`src/rtl/prog_run_ctrl_pkg.sv`:
```
// Shared types and constants for the program loader / run controller.
package prog_run_ctrl_pkg;

    typedef enum logic [2:0] {
        ST_IDLE   = 3'd0,
        ST_LOAD   = 3'd1,
        ST_STRT   = 3'd2,
        ST_RUN    = 3'd3,
        ST_FINISH = 3'd4
    } prog_run_state_t;

    localparam logic MEM_SEL_IMEM = 1'b0;
    localparam logic MEM_SEL_DMEM = 1'b1;

    localparam int INSN_W  = 9;
    localparam int BYTE_W  = 8;
    localparam int CYCLE_W = 16;

endpackage

```
`src/rtl/prog_run_ctrl_load_ptr.sv`:
```
// Saturating write pointer: the all-ones slot is still written, later advances are refused.
module load_ptr #(
    parameter int W = 8
) (
    input  logic         clk,
    input  logic         rst_n,
    input  logic         clr,
    input  logic         adv,
    output logic [W-1:0] ptr,
    output logic         wr_ok,
    output logic         ovf
);

    logic sat;

    assign wr_ok = adv & ~sat;
    assign ovf   = adv & sat;

    always_ff @(posedge clk or negedge rst_n) begin
        if (!rst_n) begin
            ptr <= '0;
            sat <= 1'b0;
        end else if (clr) begin
            ptr <= '0;
            sat <= 1'b0;
        end else if (wr_ok) begin
            if (&ptr) begin
                sat <= 1'b1;
            end else begin
                ptr <= ptr + 1'b1;
            end
        end
    end

endmodule

```
`src/rtl/prog_run_ctrl.sv`:
```
// Loads imem/dmem over a valid/ready port, then pulses START and times the datapath run.
module prog_run_ctrl
    import prog_run_ctrl_pkg::*;
#(
    parameter int          IA_W         = 10,
    parameter int          DA_W         = 8,
    parameter int          START_CYCLES = 2,
    parameter logic [15:0] TIMEOUT      = 16'hFFFF
) (
    input  logic                CLK,
    input  logic                reset_n,
    input  logic                in_valid,
    output logic                in_ready,
    input  logic [INSN_W-1:0]   in_data,
    input  logic                in_sel,
    input  logic                in_last,
    input  logic                go,
    output logic                imem_we,
    output logic [IA_W-1:0]     imem_addr,
    output logic [INSN_W-1:0]   imem_wdata,
    output logic                dmem_we,
    output logic [DA_W-1:0]     dmem_addr,
    output logic [BYTE_W-1:0]   dmem_wdata,
    output logic                START,
    input  logic                DONE,
    output logic                busy,
    output logic                run_done,
    output logic                timeout,
    output logic [CYCLE_W-1:0]  cycles,
    output logic                load_err,
    output logic [2:0]          state
);

    localparam int SC_W = $clog2(START_CYCLES + 1);
    localparam logic [SC_W-1:0] STRT_LAST = SC_W'(START_CYCLES - 1);

    prog_run_state_t   state_q;
    logic [SC_W-1:0]   strt_cnt;
    logic [IA_W-1:0]   iptr;
    logic [DA_W-1:0]   dptr;
    logic              accept;
    logic              i_adv;
    logic              d_adv;
    logic              ptr_clr;
    logic              i_wr_ok;
    logic              d_wr_ok;
    logic              i_ovf;
    logic              d_ovf;
    logic [CYCLE_W-1:0] cyc_next;

    // Handshake: a beat transfers on a rising CLK edge where in_valid && in_ready;
    // in_ready depends only on state, so it never combinationally follows in_valid.
    assign in_ready = (state_q == ST_IDLE) || (state_q == ST_LOAD) || (state_q == ST_FINISH);
    assign busy     = (state_q != ST_IDLE) && (state_q != ST_FINISH);
    assign state    = state_q;

    assign accept   = in_valid & in_ready;
    assign i_adv    = accept & (in_sel == MEM_SEL_IMEM);
    assign d_adv    = accept & (in_sel == MEM_SEL_DMEM);
    assign ptr_clr  = accept & in_last;
    assign cyc_next = (&cycles) ? cycles : cycles + 16'd1;

    load_ptr #(.W(IA_W)) u_iptr (
        .clk   (CLK),
        .rst_n (reset_n),
        .clr   (ptr_clr),
        .adv   (i_adv),
        .ptr   (iptr),
        .wr_ok (i_wr_ok),
        .ovf   (i_ovf)
    );

    load_ptr #(.W(DA_W)) u_dptr (
        .clk   (CLK),
        .rst_n (reset_n),
        .clr   (ptr_clr),
        .adv   (d_adv),
        .ptr   (dptr),
        .wr_ok (d_wr_ok),
        .ovf   (d_ovf)
    );

    always_ff @(posedge CLK or negedge reset_n) begin
        if (!reset_n) begin
            imem_we    <= 1'b0;
            imem_addr  <= '0;
            imem_wdata <= '0;
            dmem_we    <= 1'b0;
            dmem_addr  <= '0;
            dmem_wdata <= '0;
            load_err   <= 1'b0;
        end else begin
            imem_we <= i_wr_ok;
            dmem_we <= d_wr_ok;
            if (i_wr_ok) begin
                imem_addr  <= iptr;
                imem_wdata <= in_data;
            end
            if (d_wr_ok) begin
                dmem_addr  <= dptr;
                dmem_wdata <= in_data[BYTE_W-1:0];
            end
            if (i_ovf || d_ovf) begin
                load_err <= 1'b1;
            end
        end
    end

    always_ff @(posedge CLK or negedge reset_n) begin
        if (!reset_n) begin
            state_q  <= ST_IDLE;
            START    <= 1'b0;
            strt_cnt <= '0;
            run_done <= 1'b0;
            timeout  <= 1'b0;
            cycles   <= '0;
        end else begin
            case (state_q)
                ST_IDLE, ST_FINISH: begin
                    // A beat takes priority over go in the same cycle.
                    if (accept) begin
                        state_q  <= in_last ? ST_IDLE : ST_LOAD;
                        run_done <= 1'b0;
                        timeout  <= 1'b0;
                        cycles   <= '0;
                    end else if (go) begin
                        state_q  <= ST_STRT;
                        START    <= 1'b1;
                        strt_cnt <= '0;
                        run_done <= 1'b0;
                        timeout  <= 1'b0;
                        cycles   <= '0;
                    end
                end
                ST_LOAD: begin
                    if (accept && in_last) begin
                        state_q <= ST_IDLE;
                    end
                end
                ST_STRT: begin
                    // DONE is stale until the datapath is reinitialised, so it is not looked at here.
                    if (strt_cnt == STRT_LAST) begin
                        state_q <= ST_RUN;
                        START   <= 1'b0;
                    end else begin
                        strt_cnt <= strt_cnt + 1'b1;
                    end
                end
                ST_RUN: begin
                    cycles <= cyc_next;
                    if (DONE) begin
                        state_q  <= ST_FINISH;
                        run_done <= 1'b1;
                    end else if (cyc_next >= TIMEOUT) begin
                        state_q  <= ST_FINISH;
                        run_done <= 1'b1;
                        timeout  <= 1'b1;
                    end
                end
                default: begin
                    state_q <= ST_IDLE;
                    START   <= 1'b0;
                end
            endcase
        end
    end

endmodule

```
`config.mk`:
```
export PLATFORM = sky130hd
export DESIGN_NAME = prog_run_ctrl
export DESIGN_NICKNAME = d
export VERILOG_FILES = /design/src/rtl/prog_run_ctrl_pkg.sv /design/src/rtl/prog_run_ctrl_load_ptr.sv /design/src/rtl/prog_run_ctrl.sv
export SDC_FILE = /design/constraint.sdc
export NUM_CORES = 1
export LEC_CHECK = 0
export ABC_AREA = 1
export CELL_PAD_IN_SITES_DETAIL_PLACEMENT = 0
export CELL_PAD_IN_SITES_GLOBAL_PLACEMENT = 2
export CORE_MARGIN = 2
export CORE_UTILIZATION = 32
export DETAILED_ROUTE_END_ITERATION = 12
export PLACE_DENSITY = 0.87
export RECOVER_POWER = 50
export SYNTH_ARGS = -nofsm -noshare
export SYNTH_HDL_FRONTEND = slang
export SYNTH_SLANG_ARGS = --single-unit
```
`constraint.sdc`:
```
create_clock -name CLK -period 6 [get_ports CLK]
set_clock_uncertainty 0.1 [all_clocks]
set_input_delay 0.6 -clock CLK [delete_from_list [all_inputs] [get_ports CLK]]
set_output_delay 0.6 -clock CLK [all_outputs]
set_load 0.005 [all_outputs]
```
======== After elaboration in Yosys (flattened, before gate mapping) ========
Cells that the tools add are included.
storage, ports and cells
  bits in registers ....................... 82
  input bits .............................. 16
  output and inout bits ................... 62
  word-level logic and storage cells ...... 118
operators by class
  add/subtract/negate cells ............... 4
  magnitude comparators ................... 1
  eq/ne operators ......................... 17
  muxes and demuxes ....................... 39
  bitwise operators ....................... 12
  reduce and logical (&&, ||, !) cells .... 28
operators by type and width
  operator                                                         number
  16-bit two-way mux                                               3
  16-bit case mux with 2 select lines                              1
  10-bit two-way mux                                               3
  8-bit two-way mux                                                3
  3-bit two-way mux                                                6
  16-bit by 1-bit adder with 16-bit output, second input constant  1
  16-bit >= comparator, second input constant                      1
  2-bit inequality test, second input constant                     8
  16-bit AND reduction                                             1
  4-bit AND reduction                                              4
  1-bit two-way mux                                                15
  3-bit case mux with 4 select lines                               1
  2-bit nonzero test                                               6
  10-bit by 1-bit adder with 10-bit output, second input constant  1
  10-bit AND reduction                                             1
  2-bit AND reduction                                              5
  3-bit inequality test, second input constant                     3
  8-bit by 1-bit adder with 8-bit output, second input constant    1
  1-bit bitwise AND                                                8
  8-bit AND reduction                                              1
  3-bit by 2-bit == test with 1-bit output, second input constant  2
  2-bit two-way mux                                                3
  1-bit NOT                                                        4
  1-bit case mux with 2 select lines                               2
  other kinds (13)                                                 17

======== Longest topological paths before layout ========
Gate-level depths: netlist (run 1).
  depth after elaboration ................. 8
  mapped depth ............................ 14
  mapped depth without buffers ............ 14

======== Modules after synthesis ========
From an unflattened synthesis (run 1), not the netlist that was laid out.
second synthesis, totals
  cell total of the unflattened synthesis .. 502
  area total of the unflattened synthesis .. 4,325.4 um2
by module, submodules not included
  module              instances  cells an instance  area an instance (um2)  seq. area each (um2)
  prog_run_ctrl       1          330                3,035.4                 1,551.5
  load_ptr at u_iptr  1          91                 685.7                   275.3
  load_ptr at u_dptr  1          81                 604.3                   225.2

======== Least setup slack after synthesis (run 1) ========
No wires, ideal clock.
  kind .................................... register to register
  start ................................... reg cycles[0]
  end ..................................... reg state_q[2], in the netlist state[2]
  setup time .............................. 0.117 ns
  data arrival time ....................... 1.865 ns
  data required time ...................... 5.783 ns
  slack ................................... 3.918 ns
  cell stages (with the launch flop) ...... 14
  path buffers ............................ 1
  clock period less this slack ............ 2.082 ns
  cells stage by stage .................... dfrtp_1 ha_1 nand2_1 nor2_4 nand4_4 buf_6 nand2_1 nand2_1 nor2_2 nand2_2 o21bai_2 nand3_2 nand2_1 nand2_1
on the way
  word-level cells in the longest chain between the ends .. 5
  elaborated cells between the ends (all ways) .. 6
  classes of those cells .................. add/sub: 1; order compare: 1; eq/ne: 1; mux: 1; reduce/logical: 2
ends and longest elaborated chain
  element                                                                           RTL line              text
  start, declared                                                                   prog_run_ctrl.sv:29   output logic [CYCLE_W-1:0] cycles,
  start signal, assigned                                                            prog_run_ctrl.sv:150  cycles <= cyc_next;
  16-bit by 1-bit adder with 16-bit output or 16-bit AND reduction (tied branches)  prog_run_ctrl.sv:61   assign cyc_next = (&cycles) ? cycles : cycles + 16'd1;
  16-bit two-way mux *                                                              prog_run_ctrl.sv:61
  16-bit >= comparator *                                                            prog_run_ctrl.sv:154  end else if (cyc_next >= TIMEOUT) begin
  3-bit inequality test (no line) *                                                 --
  4-bit AND reduction (no line) *                                                   --
  end signal, assigned                                                              prog_run_ctrl.sv:122  state_q <= in_last ? ST_IDLE : ST_LOAD;
  end, declared                                                                     prog_run_ctrl.sv:37   prog_run_state_t state_q;
Every way passes the cells marked *; elsewhere a longest branch is shown, timed or not.
A chain may end at the register's enable or synchronous reset.

======== Worst setup path after layout (run 1) ========
  start ................................... in in_valid
  end ..................................... reg u_iptr.ptr[3]
on the way
  word-level cells in the longest chain between the ends .. 5
  elaborated cells between the ends (all ways) .. 8
  classes of those cells .................. eq/ne: 1; mux: 1; bitwise: 4; reduce/logical: 2
ends and longest elaborated chain
  element                        RTL line                      text
  start, declared                prog_run_ctrl.sv:12           input logic in_valid,
  1-bit bitwise AND *            prog_run_ctrl.sv:57           assign accept = in_valid & in_ready;
  1-bit bitwise AND              prog_run_ctrl.sv:58           assign i_adv = accept & (in_sel == MEM_SEL_IMEM);
  1-bit bitwise AND              prog_run_ctrl_load_ptr.sv:16  assign wr_ok = adv & ~sat;
  2-bit nonzero test (no line)   --
  2-bit AND reduction (no line)  --
  end signal, assigned           prog_run_ctrl_load_ptr.sv:30  ptr <= ptr + 1'b1;
  end, declared                  prog_run_ctrl_load_ptr.sv:9   output logic [W-1:0] ptr,
Marked as above.

==> results of run 1 <==
## power by group
part           switching, mW  internal, mW
Clock                  0.221         0.460
Combinational          0.329         0.288
Sequential            0.0905         0.687
## layout by cell type (no fill, tap or decap), types with 2 or more instances in the layout
cell / instances
nor2_1: 31
a21oi_1: 13
ha_1: 4
nand2_2: 3
bufinv_16: 4
o21a_1: 2
xor2_1: 10
o21ai_1: 4
nor3_1: 8
dlygate4sd3_1: 29
clkdlybuf4s50_1: 47
o21ai_0: 48
nor4_1: 4
inv_2: 2
dfrtp_1: 82
inv_1: 47
nor2_2: 5
nand4_1: 12
nor2_4: 3
clkbuf_16: 9
nand3_1: 30
nand2_1: 172
buf_4: 2
## layout make-up
cell class | count | area, µm²
Clock buffer | 11 | 242.7
Clock inverter | 5 | 125.1
Fill cell | 1270 | 7138
Inverter | 50 | 187.7
Multi-Input combinational cell | 360 | 1729
Sequential cell | 82 | 2052
Tap cell | 172 | 215.2
Timing Repair Buffer | 78 | 775.7
## cell families after synthesis
group           count (synthesis)  synth area share, %
compound gates                 73                9.743
xor+xnor                       11                2.389
fa+ha+maj                       4                1.241
buf+inv                        63                6.236
flops                          82                50.88
simple gates                  272                29.51
## metal layers
layer / track usage (%) / vias up
li1: - / 1791
met1: 21.70 / 1691
met2: 26.16 / 86
met3: 2.854 / 15
met4: 6.270 / 0
met5: 0 / -
## metrics by stage
stage	hold slack [ns]	cells	power, mW	setup slack (ns)
2_1_floorplan	0.2044	505	1.082	3.918
3_3_place_gp	0.3641	742	1.431	2.244
3_5_place_dp	0.3687	742	1.445	2.100
4_1_cts	0.3850	758	2.138	2.457
5_1_grt	0.3912	758	2.223	2.038
6_report	0.3288	758	2.075	2.369
## state kept, by name, indices dropped and copies added (netlist names), 2 cells and up
name / count
u_iptr.ptr: 10
imem_wdata: 9
dmem_wdata: 8
state: 3
imem_addr: 10
cycles: 16
u_dptr.ptr: 8
strt_cnt: 2
dmem_addr: 8
## worst max-delay path: cells and delay by family
kind,cells,cell delay [ns]
buffers and inverters,1,0.62
and+or+nand+nor,4,1.09
AOI/OAI and AO/OA,3,1.43
## worst max-delay path by stage
stage	start	end	slack, ns	depth (start not counted)
after CTS	in_valid	u_iptr.ptr[3]	2.46	8
after global routing	in_valid	u_iptr.ptr[5]	2.04	8
after floorplan	cycles[0]	state[2]	3.92	13
after global placement	in_valid	u_iptr.ptr[3]	2.24	8
after detailed placement	in_valid	u_iptr.ptr[3]	2.10	8
final	in_valid	u_iptr.ptr[3]	2.37	8
==> out/metrics.yaml, run 1 <==
sta:
  finalCriticalPeriod_ns: 3.631
  slew_headroom_pct: 21.23
  max_freq_mhz: 275.4
  slew_viol_final: 0
  setup_tns_ns: 0
  rsz0062_at_grt: "no"
  timing_worst_slew_pin_value_ns: 1.169
  period_share_pct: 60.51
  hold_viol: 0
  setup_viol: 0
die:
  io_pins: 78
  die-area_mm2: 0.01352
  dieWidth_um: 116.3
  coreArea_mm2: 0.01247
  fp.dieH_um: 116.3
  start_util_pct: 32.35
  fp-row-count: 41
synthesis:
  synth-main-ff-cell: "dfrtp_1"
  synth.distinct_cells: 34
  synth_edf_count: 0
  synthMostInstantiatedCell: "nand2_1"
  yosysSeqAreaShare_pct: 50.88
  synth_nets: 525
  synth_commonest_cells: "nand2_1 (172), dfrtp_1 (82), o21ai_0 (48)"
  syn_avg_cell_area_um2: 7.985
  synth-seq-cells: 82
  yosys_warnings: 0
  yosysTopAreaCell: "dfrtp_1"
  syn-cell-area_mm2: 0.004033
  ys_async_sr_fraction_pct: 100.0
  synth.area.top_cells: "dfrtp_1 (51%), nand2_1 (16%), o21ai_0 (6.0%), inv_1 (4.4%), nand3_1 (3.7%)"
  yosys.area.top_type_share_pct: 50.88
  netlist_instances: 505
worst_setup_path:
  cp_common_cell: "nand2_1"
  worstReg2RegStart: "state[0]"
  r2r_cells: 8
  cp_cell_sequence: "dlygate4sd3_1 > nand2_1 > nor2_1 > nand2_1 > o21ai_0 > nand2_1 > o21ai_0 > a21oi_1"
  crit_slowest_cell: "o21ai_0"
  start_kind: "input pin"
  criticalPathCategory: "input pin to flop"
  cp.arrival_ns: 3.75
  max_stage_delay_ns: 1.15
  cp-end-kind: "flop"
  crit_required_ns: 6.12
  rrSetupSlack_ns: 2.67
  r2r-end: "u_iptr.ptr[3]"
  critPathMaxFanout: 32
drt:
  drt-total-wl_um: 10430
  drc: 0
  detail_route.first_pass.iterations: 4
  vias: 3583
  drt_iter0_drc: 231
  wl_met2_um: 4888
  via_per_inst: 4.727
  drt-met1-wl_um: 4913
  highest_layer: "met4"
  wl_per_cell_um: 13.76
  drtAntennaViolNets: 0
  wl_met3_um: 455
cts:
  postCtsHoldBufs: 0
  cts_resized: 0
  post-cts-setup-buffer-count: 0
  clk_transition_reported_paths_ns: 0.07
  clock_latency_ns: 0.34
  cts_buffers: 9
  clockRootBuffer: "clkbuf_16"
  cts.path.max_buffers: 2
  cts_tree: "done"
  clock_sinks: 82
  h-tree-depth: 3
global_route:
  grt_max_degree: 83
  first_global_vias: 3430
  grt_pass1_wl_um: 17040
  grtUsageTotal_pct: 16.18
  grt_overflow_total: 0
  antenna_found_initial: 0
cells_and_area:
  antenna_cells: 0
  utilization_pct: 42.74
  nets: 601
  stdcell_area_mm2: 0.005328
  area_delta_synth_final_pct: 32.11
  drive_above_1_share_pct: 6.143
placed_design:
  portBuffers: 77
  place_congestion: 0.7851
  dpl_cell_area_mm2: 0.004960
  dp_hpwl_um: 7506
pwr:
  power_density_mw_per_mm2: 389.5
  ir_worst_vdd_v: 0.0001752
  p_leak_nw: 2.448
status:
  outcome: "finished, final reports clean"
worst_hold_path:
  hold_class: "input pin to async pin"
flow_run:
  drv_cap: 0
No activity file was read; power rests on OpenSTA's default activity.
==> inputs of run 2 (changes only) <==
- CORE_UTILIZATION: 32 -> 27
- PLACE_DENSITY: 0.87 -> 0.79
- clock period: 6 -> 3.14 ns (I/O delays scaled with it)
==> run 2 against run 1 <==
  * Clock-buffer cell count unchanged
  * Die area grew 18%
  * Core utilization shrank 6.3 points
  * Largest cell class unchanged
==> out/metrics.yaml, run 2 (synthesis gave the netlist of run 1 again) <==
status:
  outcome: "finished, final reports clean"
worst_hold_path:
  hold_start: "imem_wdata[2]"
  holdPathEnd: "imem_wdata[2]"
  hold_class: "flop to flop"
  min_path_cells: 2
die:
  fp-row-count: 44
  coreArea_mm2: 0.01459
  io_pins: 78
  fp.dieH_um: 126.2
  dieWidth_um: 126.2
  die-area_mm2: 0.01593
  start_util_pct: 27.64
sta:
  rsz0062_at_grt: "no"
  setup_tns_ns: 0
  timing_worst_slew_pin_value_ns: 1.228
  slew_viol_final: 0
  slew_headroom_pct: 18.13
  max_freq_mhz: 390.6
  finalCriticalPeriod_ns: 2.560
  period_share_pct: 81.53
  setup_viol: 0
  hold_viol: 0
worst_setup_path:
  rrSetupSlack_ns: 0.58
  r2r-end: "u_iptr.ptr[3]"
  cp.arrival_ns: 2.68
  cp-end-kind: "flop"
  crit_slowest_cell: "o21ai_0"
  start_kind: "flop"
  cp_cell_sequence: "a21oi_1 > nand2_1 > nor2_1 > nand2_1 > o21ai_0 > nand2_1 > o21ai_0 > a21oi_1"
  cp.buffers_inverters: 0
  crit_required_ns: 3.26
  worstReg2RegStart: "state[0]"
  critPathMaxFanout: 11
  cp_top_family: "compound AO/OA/AOI/OAI gates"
  r2r_cells: 8
  max_stage_delay_ns: 0.85
  criticalPathCategory: "flop to flop"
  cp_common_cell: "nand2_1"
pwr:
  ir_worst_vdd_v: 0.0003505
  p_leak_nw: 2.443
  power_density_mw_per_mm2: 711.9
drt:
  drc: 0
  wl_per_cell_um: 13.99
  via_per_inst: 4.660
  detail_route.first_pass.iterations: 4
  drt_iter0_drc: 232
  vias: 3616
  drtAntennaViolNets: 0
  drt-total-wl_um: 10860
cts:
  clock_sinks: 82
  clock_latency_ns: 0.34
  cts_resized: 0
  cts.path.max_buffers: 2
  h-tree-depth: 3
  clockRootBuffer: "clkbuf_16"
  cts_tree: "done"
  cts_buffers: 9
  clk_transition_reported_paths_ns: 0.06
placed_design:
  portBuffers: 77
  dpl_cell_area_mm2: 0.005012
  place_congestion: 0.8599
  dp_hpwl_um: 7975
cells_and_area:
  antenna_cells: 0
  final_common_cell: "nand2_1"
  reg.largest.list: "cycles: 16 flops, imem_addr: 10 flops, u_iptr.ptr: 10 flops"
  regMostFlops: "cycles"
  drive_above_1_share_pct: 6.419
  area_delta_synth_final_pct: 31.90
  nets: 607
  largest_reg_flops: 16
  stdcell_area_mm2: 0.005319
  most-common-layout-cells: "nand2_1 (172), dfrtp_1 (82), o21ai_0 (48), inv_1 (47), clkdlybuf4s50_1 (47)"
global_route:
  first_global_vias: 3675
  antenna_found_initial: 0
  grtUsageTotal_pct: 14.68
  grt_overflow_total: 0
  grt_pass1_wl_um: 18750
  grt_max_degree: 48
flow_run:
  drv_cap: 0
run 2: worst max-delay path by stage:
stage	start	to	slack [ns]	cells past startpoint
final	state[0]	u_iptr.ptr[3]	0.58	8
after global routing	reset_n	imem_wdata[8]	0.22	3
after CTS	state[0]	u_iptr.ptr[3]	0.60	8
after detailed placement	in_valid	u_iptr.ptr[3]	0.34	8
after global placement	in_valid	u_iptr.ptr[3]	0.30	8
after floorplan	cycles[0]	state[2]	1.06	13
run 2: metal layers:
layer | vias to the layer above | wire length (µm) | track usage, %
met5 | - | 0 | 0
met4 | 0 | 193 | 4.977
met3 | 17 | 529 | 3.993
met2 | 92 | 4857 | 22.64
met1 | 1704 | 5278 | 19.95
li1 | 1803 | - | -
run 2: per-stage QoR:
stage               power [mW]  hold slack, ns  cells  setup WS [ns]  utilization (%)
CTS                      3.911          0.3849    776         0.5985            36.57
global route             4.093          0.4116    776         0.2178            36.46
finish                   3.786          0.3782    776         0.5799            36.46
global placement         2.756          0.2845    759         0.3038            34.36
floorplan                2.068        -0.08159    505          1.058                -
detailed placement       2.776          0.2880    759         0.3356            34.36
run 2: area by class of cell:
class | instances | area (µm²)
Timing Repair Buffer | 84 | 813.3
Tap cell | 184 | 230.2
Multi-Input combinational cell | 360 | 1723
Inverter | 50 | 187.7
Clock inverter | 5 | 60.06
Fill cell | 1513 | 9270
Clock buffer | 11 | 252.7
Sequential cell | 82 | 2052
run 2: power by group:
group          switching, mW  leakage (nW)  internal [mW]
combinational          0.637          1.19          0.560
clock                  0.444         0.152          0.662
sequential             0.171          1.10           1.31
run 2: timing repair:
item / 4_1_cts / 5_1_grt
setup buffers: 0 / 0
hold buffers: 1 / 0
endpoints found under the hold margin: 45 / 0
run 2: worst register-to-register path, stage by stage (launching register included):
cell	delay [ns]
dfrtp_1	0.42
a21oi_1	0.22
nand2_1	0.12
nor2_1	0.18
nand2_1	0.09
o21ai_0	0.85
nand2_1	0.19
o21ai_0	0.22
a21oi_1	0.06
==> inputs of run 3 (changes only) <==
- clock period: 3.14 -> 2.21 ns (I/O delays scaled with it)
==> run 3 against run 2 <==
  * Power grew 48%
  * Core utilization grew 2.5 points
  * Worst hold slack lost 0.038 ns
  * Global-route usage grew 0.074 points
  * Via count grew 3.6%
  * Flip-flop and latch count is the same
  * Clock power grew 38%
  * Cell count grew 4.5%
  * Sequential share of layout area shrank 2.5 points
  * Critical endpoint is now state[2]
  * Largest power group unchanged
  * Highest routed layer unchanged
==> out/metrics.yaml, run 3 (synthesis gave the netlist of run 1 again) <==
cts:
  clockRootBuffer: "clkbuf_16"
  cts.path.max_buffers: 2
  clock_sinks: 82
  h-tree-depth: 3
  cts_tree: "done"
  cts_buffers: 9
  clock_latency_ns: 0.34
  clk_transition_reported_paths_ns: 0.06
sta:
  hold_viol: 0
  slew_headroom_pct: 40.24
  finalCriticalPeriod_ns: 2.124
  rsz0062_at_grt: "yes"
  setup_viol: 0
  timing_worst_slew_pin_value_ns: 0.8964
  max_freq_mhz: 470.9
  period_share_pct: 96.10
  slew_viol_final: 0
drt:
  vias: 3745
  via_per_inst: 4.618
  wl_per_cell_um: 13.95
  drc: 0
  drtAntennaViolNets: 0
  detail_route.first_pass.iterations: 4
  drt_iter0_drc: 185
  drt-total-wl_um: 11320
global_route:
  first_global_vias: 3809
  grt_overflow_total: 0
  antenna_found_initial: 0
  grtUsageTotal_pct: 14.75
  grt_pass1_wl_um: 18980
  grt_max_degree: 52
pwr:
  ir_worst_vdd_v: 0.0003902
  comb_power_share_pct: 35.5
  power_mw: 5.597
  switching_share_pct: 32.84
  p_sw_mw: 1.838
  p_leak_nw: 2.632
  pwr-share-clk_pct: 27.4
  intPower_mw: 3.759
  power_density_mw_per_mm2: 985.1
  power_frac_seq_pct: 37.2
placed_design:
  dp_hpwl_um: 8343
  dp_cells: 791
  dpl_cell_area_mm2: 0.005265
  portBuffers: 77
  place_congestion: 0.8571
die:
  die-area_mm2: 0.01593
  io_pins: 78
  start_util_pct: 27.64
  dieWidth_um: 126.2
  fp-row-count: 44
  fp.dieH_um: 126.2
  coreArea_mm2: 0.01459
worst_setup_path:
  start_kind: "flop"
  crit_required_ns: 2.34
  cp-end-kind: "flop"
  cp.arrival_ns: 2.26
  criticalPathCategory: "flop to flop"
  critPathMaxFanout: 7
cells_and_area:
  stdcell_area_mm2: 0.005682
  antenna_cells: 0
  drive_above_1_share_pct: 14.99
  area_delta_synth_final_pct: 40.89
  multi_input_area_mm2: 0.001834
  regMostFlops: "cycles"
  layout.cells.non_filler: 811
  reg.largest.list: "cycles: 16 flops, imem_addr: 10 flops, u_iptr.ptr: 10 flops"
  utilization_pct: 38.95
  final_common_cell: "nand2_1"
  most-common-layout-cells: "nand2_1 (166), dfrtp_1 (82), clkdlybuf4s50_1 (49), inv_1 (47), o21ai_0 (46)"
  nets: 642
  largest_reg_flops: 16
  regArea_mm2: 0.002052
  n_fill_cell: 1450
worst_hold_path:
  hold_class: "input pin to flop"
status:
  outcome: "finished, final reports clean"
flow_run:
  drv_cap: 0
[run 3: cell count changes in the layout (fill, tap and decap cells not counted), moves of 3 or more]
cell,before,now
nand3_1,30,27
nand2_2,3,9
nor2_2,4,7
nor2_1,32,27
nand2_1,172,166
buf_4,4,39
[run 3: through the flow]
stage	worst slack (ns)	TNS [ns]	hold WS [ns]
detailed placement	-0.003457	-0.003457	0.1174
global placement	0.03085	0	0.1122
floorplan	0.1276	0	-0.1746
CTS	0.01007	0	0.2877
finish	0.08625	0	0.3407
global route	-0.06670	-0.1887	0.3598
[run 3: path summary, 6_finish.rpt]
check / start / endpoint / slack [ns] / cells past startpoint
min: in_data[8] / imem_wdata[8] / 0.34 / 3
max reg2reg: cycles[1] / state[2] / 0.09 / 14
max in group asynchronous: reset_n / dmem_wdata[1] / 0.35 / 3
max: cycles[1] / state[2] / 0.09 / 14
min in group asynchronous: reset_n / strt_cnt[1] / 0.44 / 2
min reg2reg: dmem_wdata[2] / dmem_wdata[2] / 0.38 / 2
[run 3: area by class of cell]
| class | count | share of cell area [%] |
|---|---|---|
| inverter | 50 | 3.303 |
| clock buffer | 11 | 4.448 |
| timing repair buffer | 118 | 18.87 |
| tap | 184 | 4.052 |
| sequential | 82 | 36.12 |
| multi-input combinational | 361 | 32.28 |
| clock inverter | 5 | 0.9249 |
[run 3: critical path: stages, from the launching register on]
cell      delay, ns
dfrtp_1        0.35
ha_2           0.19
nand2_2        0.06
nor2_4         0.23
nand2_2        0.11
nor2_4         0.14
nand3_2        0.07
nand2_2        0.08
nand2_2        0.07
nor2_4         0.13
nand3_4        0.12
o21bai_4       0.18
nand3_2        0.08
nand2_1        0.07
nand2_1        0.04
[run 3: repair_timing]
item,in CTS,in global routing
resized for setup,0,25
hold endpoints to repair,31,0
hold buffers,1,0
buffers inserted,0,2
endpoints found under the setup margin,0,17
[run 3: power by group through the flow]
stage / logic (mW) / clock network (mW) / registers (mW)
after detailed placement: 1.99 / 0 / 2.10
after global placement: 1.98 / 0 / 2.09
after CTS: 2.00 / 1.60 / 2.08
after floorplan: 0.815 / 0 / 2.12
after global routing: 2.23 / 1.66 / 2.13
final: 1.98 / 1.53 / 2.08
[run 3: per-layer routing]
metal / global-route usage (%) / part of all wire, % / vias up
li1: - / - / 1872
met1: 20.56 / 49 / 1778
met2: 22.49 / 44 / 83
met3: 3.059 / 4.7 / 12
met4: 5.818 / 2.0 / 0
met5: 0 / 0 / -
==> patch 1, RTL diff (settings of run 2) <==
Change the parameter `START_CYCLES` from 2 to 1.
--- a/src/rtl/prog_run_ctrl.sv
+++ b/src/rtl/prog_run_ctrl.sv
@@ -6,3 +6,3 @@
     parameter int          DA_W         = 8,
-    parameter int          START_CYCLES = 2,
+    parameter int          START_CYCLES = 1,
     parameter logic [15:0] TIMEOUT      = 16'hFFFF
Behaviour: not the same (a bounded check fails within 4 cycles, from zero or initial values and one cycle with reset_n low).
==> patch 1 against run 2 <==
The flow now finishes with violations (capacitance limit, slew limit); setup slack improved by 0.27 ns; sequential power fell by 3%; combinational power shrank 7%; highest routed layer unchanged; critical path type unchanged; final area shrank 0.82%; synthesized cell count down 0.20%; sequential cell count fell by 2; cell count is 0.77% lower; count of clock-buffer cells in the layout is the same; wire length fell by 1.3%; total power shrank 3.4%; sequential share of layout area decreased by 0.63 points; critical endpoint is now run_done; synthesized area fell by 0.40%.
==> patch 1: results (changes against run 2) <==
Placement
  • GPL Wtd Cong: 0.843 (-2.0%)
  • DP Area: 4960 um2 (-0.97%)
  • Post-DP HPWL: 7920 um (-0.65%)

Final layout
  • Inverter count: 61 (+22%)
  • Clock network area share: 6.00% (+0.12 points)
  • Share of cells above drive strength 1: 8.53% (+2.1 points)
  • Fin nets: 600 (-1.2%)
  • Seq/total area: 38.0% (-0.63 points)
  • Layout non-clock buf frac: 14.8% (-0.49 points)
  • Seq Cell Count: 80 (-2.4%)
  • Multi-input logic area: 1720 um2 (-0.36%)
  • #MultiIn Comb: 350 (-2.8%)
  • Bufs w/o clock: 79 (-6.0%)
  • Fill cells: 1527 (+0.93%)

Worst setup path
  • CP top delay family: simple AND/OR/NAND/NOR gates
  • Slowest CP cell: dfrtp_1
  • Arr. time, crit path: 2.46 ns (-0.22 ns)
  • Critical R2R Capture: run_done
  • Reg2Reg Setup Slack: 0.85 ns (+0.27 ns)
  • Worst R2R Path Depth: 11 (+3)
  • Worst Path Max Fanout: 17 (+6)
  • Slowest Stage Delay on Critical Path: 0.44 ns (-0.41 ns)

Hold path
  • Hold worst-path end: dmem_addr[0]
  • Hold path start: dmem_addr[0]

Routing
  • Wire per inst: 13.9 um (-0.56%)
  • DR vias: 3525 (-2.5%)

Pwr
  • Pleak: 2.38 nW (-2.5%)
  • PD cells: 693 nW/um2 (-2.6%)
  • Worst IR Drop VDD: 267 uV (-24%)

STA
  • Final slew viol count: 81 (+81)
  • Final setup vio count: 0 (unchanged)
  • Worst-margin pin slew: 2.02 ns (+0.789 ns)
  • Worst hold slack: 0.377 ns (-0.000679 ns)

Global route
  • Global Route Usage Sum: 14.2% (-0.47 points)
  • Pin count of the biggest net entering global routing: 81 (+69%)
  • First-pass GRT wire length: 17900 um (-4.5%)

Synth
  • Yosys cell types: 36 (+5.9%)
  • Most instantiated cells after synthesis: nand2_1, dfrtp_1, inv_1
  • Area contributors post-synth: dfrtp_1, nand2_1, inv_1

Job
  • Number of max-cap violations: 1 (+1)

Status
  • Failing checks: capacitance limit, slew limit
  • Outcome: complete, but fails checks
[patch 1: changes by cell type in the layout (fill, tap and decap cells not counted), sizes merged, moves of 5 or more]
cell | before | now
xor2 | 10 | 5
o21ai | 52 | 40
o22ai | 0 | 8
nand2 | 175 | 166
inv | 50 | 62
nor3 | 9 | 15
[patch 1: logic make-up (layout without fill, tap and decap cells)]
| group | count (synthesis) | count (layout) | synth area share, % |
|---|---|---|---|
| xor+xnor | 6 | 6 | 1.31 |
| flops | 80 | 80 | 49.8 |
| simple gates | 268 | 268 | 30.2 |
| buf+inv | 74 | 156 | 7.35 |
| fa+ha+maj | 3 | 3 | 0.935 |
| compound gates | 73 | 73 | 10.3 |
[patch 1: metrics by stage]
stage / cells / setup slack, ns
2_1_floorplan: 504 / 1.24
6_report: 770 / 0.850
3_3_place_gp: 754 / 0.690
5_1_grt: 770 / 0.612
4_1_cts: 770 / 0.852
3_5_place_dp: 754 / 0.655
[patch 1: power by group]
group | internal (mW) | total, mW | switching (mW) | leakage (nW)
registers | 1.28 | 1.44 | 0.164 | 1.07
logic | 0.522 | 1.12 | 0.599 | 1.16
clock network | 0.665 | 1.10 | 0.433 | 0.152
total | 2.46 | 3.66 | 1.20 | 2.38
[patch 1: worst max-delay path by stage]
stage                   start       endpoint  slack [ns]  cells past startpoint
finish              cycles[1]       run_done        0.85                     11
global route        cycles[1]        timeout        0.61                     13
CTS                 cycles[1]       run_done        0.85                     11
detailed placement   in_valid  u_iptr.ptr[4]        0.65                     10
global placement     in_valid  u_iptr.ptr[4]        0.69                     10
floorplan           cycles[1]       run_done        1.24                     12
[patch 1: layer usage]
metal	vias up	wire, um	global-route usage, %
met4	0	129	4.33
li1	1775	-	-
met2	56	5170	22.6
met5	-	0	0
met1	1685	4960	19.0
met3	9	450	3.82
==> patch 2, RTL diff (settings of run 2) <==
Made on the original files. Reset style: synchronous (`reset_n` and `rst_n`), changed in 3 clocked blocks.
--- a/src/rtl/prog_run_ctrl_load_ptr.sv
+++ b/src/rtl/prog_run_ctrl_load_ptr.sv
@@ -18,3 +18,3 @@
 
-    always_ff @(posedge clk or negedge rst_n) begin
+    always_ff @(posedge clk) begin
         if (!rst_n) begin
--- a/src/rtl/prog_run_ctrl.sv
+++ b/src/rtl/prog_run_ctrl.sv
@@ -82,3 +82,3 @@
 
-    always_ff @(posedge CLK or negedge reset_n) begin
+    always_ff @(posedge CLK) begin
         if (!reset_n) begin
@@ -108,3 +108,3 @@
 
-    always_ff @(posedge CLK or negedge reset_n) begin
+    always_ff @(posedge CLK) begin
         if (!reset_n) begin
Check against the original RTL: differs if reset_n is asserted again (counterexample within 4 cycles, from zero or initial values and one cycle with reset_n low); with reset_n held inactive, the same outputs for 4 cycles.
==> patch 2 against run 2 <==
Synthesized cell count is 8.5% higher; sequential power is 15% lower; die area is 5.2% lower; first-iteration DRC count is 8.6% higher; fmax is 4.9% higher; total power is 16% lower; final area is 4.8% lower; non-clock buffer count stayed put; wire length is 2.3% higher; sequential cell count stayed put; sequential share of layout area is 6.2 points lower; setup slack better by 0.12 ns; synthesized area is 5.4% lower; largest cell class is now multi-input gates; largest power group unchanged; highest routed layer unchanged.
==> patch 2: results (changes against run 2) <==
Status
  • Outcome: complete, no violations

Pwr
  • Pint: 2.16 mW (-15%)
  • Sequential share of power: 39.5% (+0.3 points)
  • Pleak: 2.14 nW (-12%)
  • Worst IR Drop VDD: 251 uV (-28%)

Worst setup path
  • Worst Path Max Fanout: 15 (+4)
  • Critical R2R Launch: state[0]
  • Critical R2R Capture: u_dptr.ptr[0]
  • Arr. time, crit path: 2.61 ns (-0.07 ns)
  • Slowest CP cell: dfxtp_1
  • CP top delay family: simple AND/OR/NAND/NOR gates
  • Slowest Stage Delay on Critical Path: 0.35 ns (-0.50 ns)

Placement
  • Post-DP HPWL: 8300 um (+4.1%)
  • Placed insts: 795 (+4.7%)
  • GPL Wtd Cong: 0.843 (-1.9%)
  • Setup slack at placement: 0.843 ns (+0.507 ns)
  • DP Area: 4790 um2 (-4.5%)

Routing
  • DR iter-0 viols: 252 (+8.6%)
  • Detailed-route wire length: 11100 um (+2.3%)
  • Routed vias/inst: 4.60 (-1.2%)

Final layout
  • Final Non-Filler Cells: 811 (+4.5%)
  • Share of cells above drive strength 1: 6.81% (+0.40 points)
  • Fin nets: 646 (+6.4%)
  • Fill cells: 1464 (-3.2%)
  • Seq Cell Count: 82 (unchanged)
  • Layout non-clock buf frac: 16.3% (+0.96 points)
  • Fraction of area in multi-input gates: 36.8% (+4.4 points)
  • Clock network area share: 5.95% (+0.073 points)

Global route
  • First-pass GRT wire length: 18300 um (-2.6%)
  • Vias in the first global route: 3664 (-0.30%)
  • Pin count of the biggest net entering global routing: 24 (-50%)
  • Global Route Usage Sum: 15.6% (+0.93 points)

Synth
  • FFs w/ async S/R, synth: 0% (-100 points)
  • Most used DFF post-synth: dfxtp_1
  • Area share of xor/xnor cells in the synthesized design: 0.918% (-1.5 points)
  • Yosys cell types: 37 (+8.8%)
  • Most instantiated cells after synthesis: nand2_1, nor2_1, dfxtp_1
  • Post-Syn Instances: 548 (+8.5%)
  • Synth Area in Adders: 1.31% (+0.070 points)
  • Sequential fraction of the synthesis area: 43.0% (-7.9 points)
  • Synthesized Nets: 568 (+8.2%)

Hold path
  • Hold path start: strt_cnt[1]
  • Hold worst-path end: strt_cnt[1]

STA
  • Worst hold slack: 0.361 ns (-0.0169 ns)
  • Final worst setup slack: 0.700 ns (+0.120 ns)
[patch 2: cell types whose count changed in the layout (fill, tap and decap cells not counted), moves of 4 or more]
cell,change
nand2_1,-56
dlygate4sd3_1,+28
clkdlybuf4s50_1,-28
nand3_1,-6
a21oi_1,+36
nor2_1,+62
nand4_1,-5
xor2_1,-7
dfxtp_1,+82
inv_1,+4
nor3_1,+6
dfrtp_1,-82
[patch 2: through the flow]
stage          util (%)  power (mW)
4_1_cts            36.8        3.31
6_report           36.6        3.18
2_1_floorplan         -        1.77
5_1_grt            36.6        3.39
3_3_place_gp       34.6        2.21
3_5_place_dp       34.6        2.22
[patch 2: worst register-to-register path, delay by kind of cell, from the launching register on]
kind,cells,cell delay (ns)
compound gates,1,0.12
buf+inv,3,0.59
flops,1,0.35
simple gates,6,1.22
[patch 2: per-layer routing]
layer	global-route usage, %	share of wire, %	up-vias
li1	-	-	1940
met1	19.7	48	1723
met2	25.8	47	56
met3	4.09	4.0	14
met4	5.17	1.6	0
met5	0	0	-
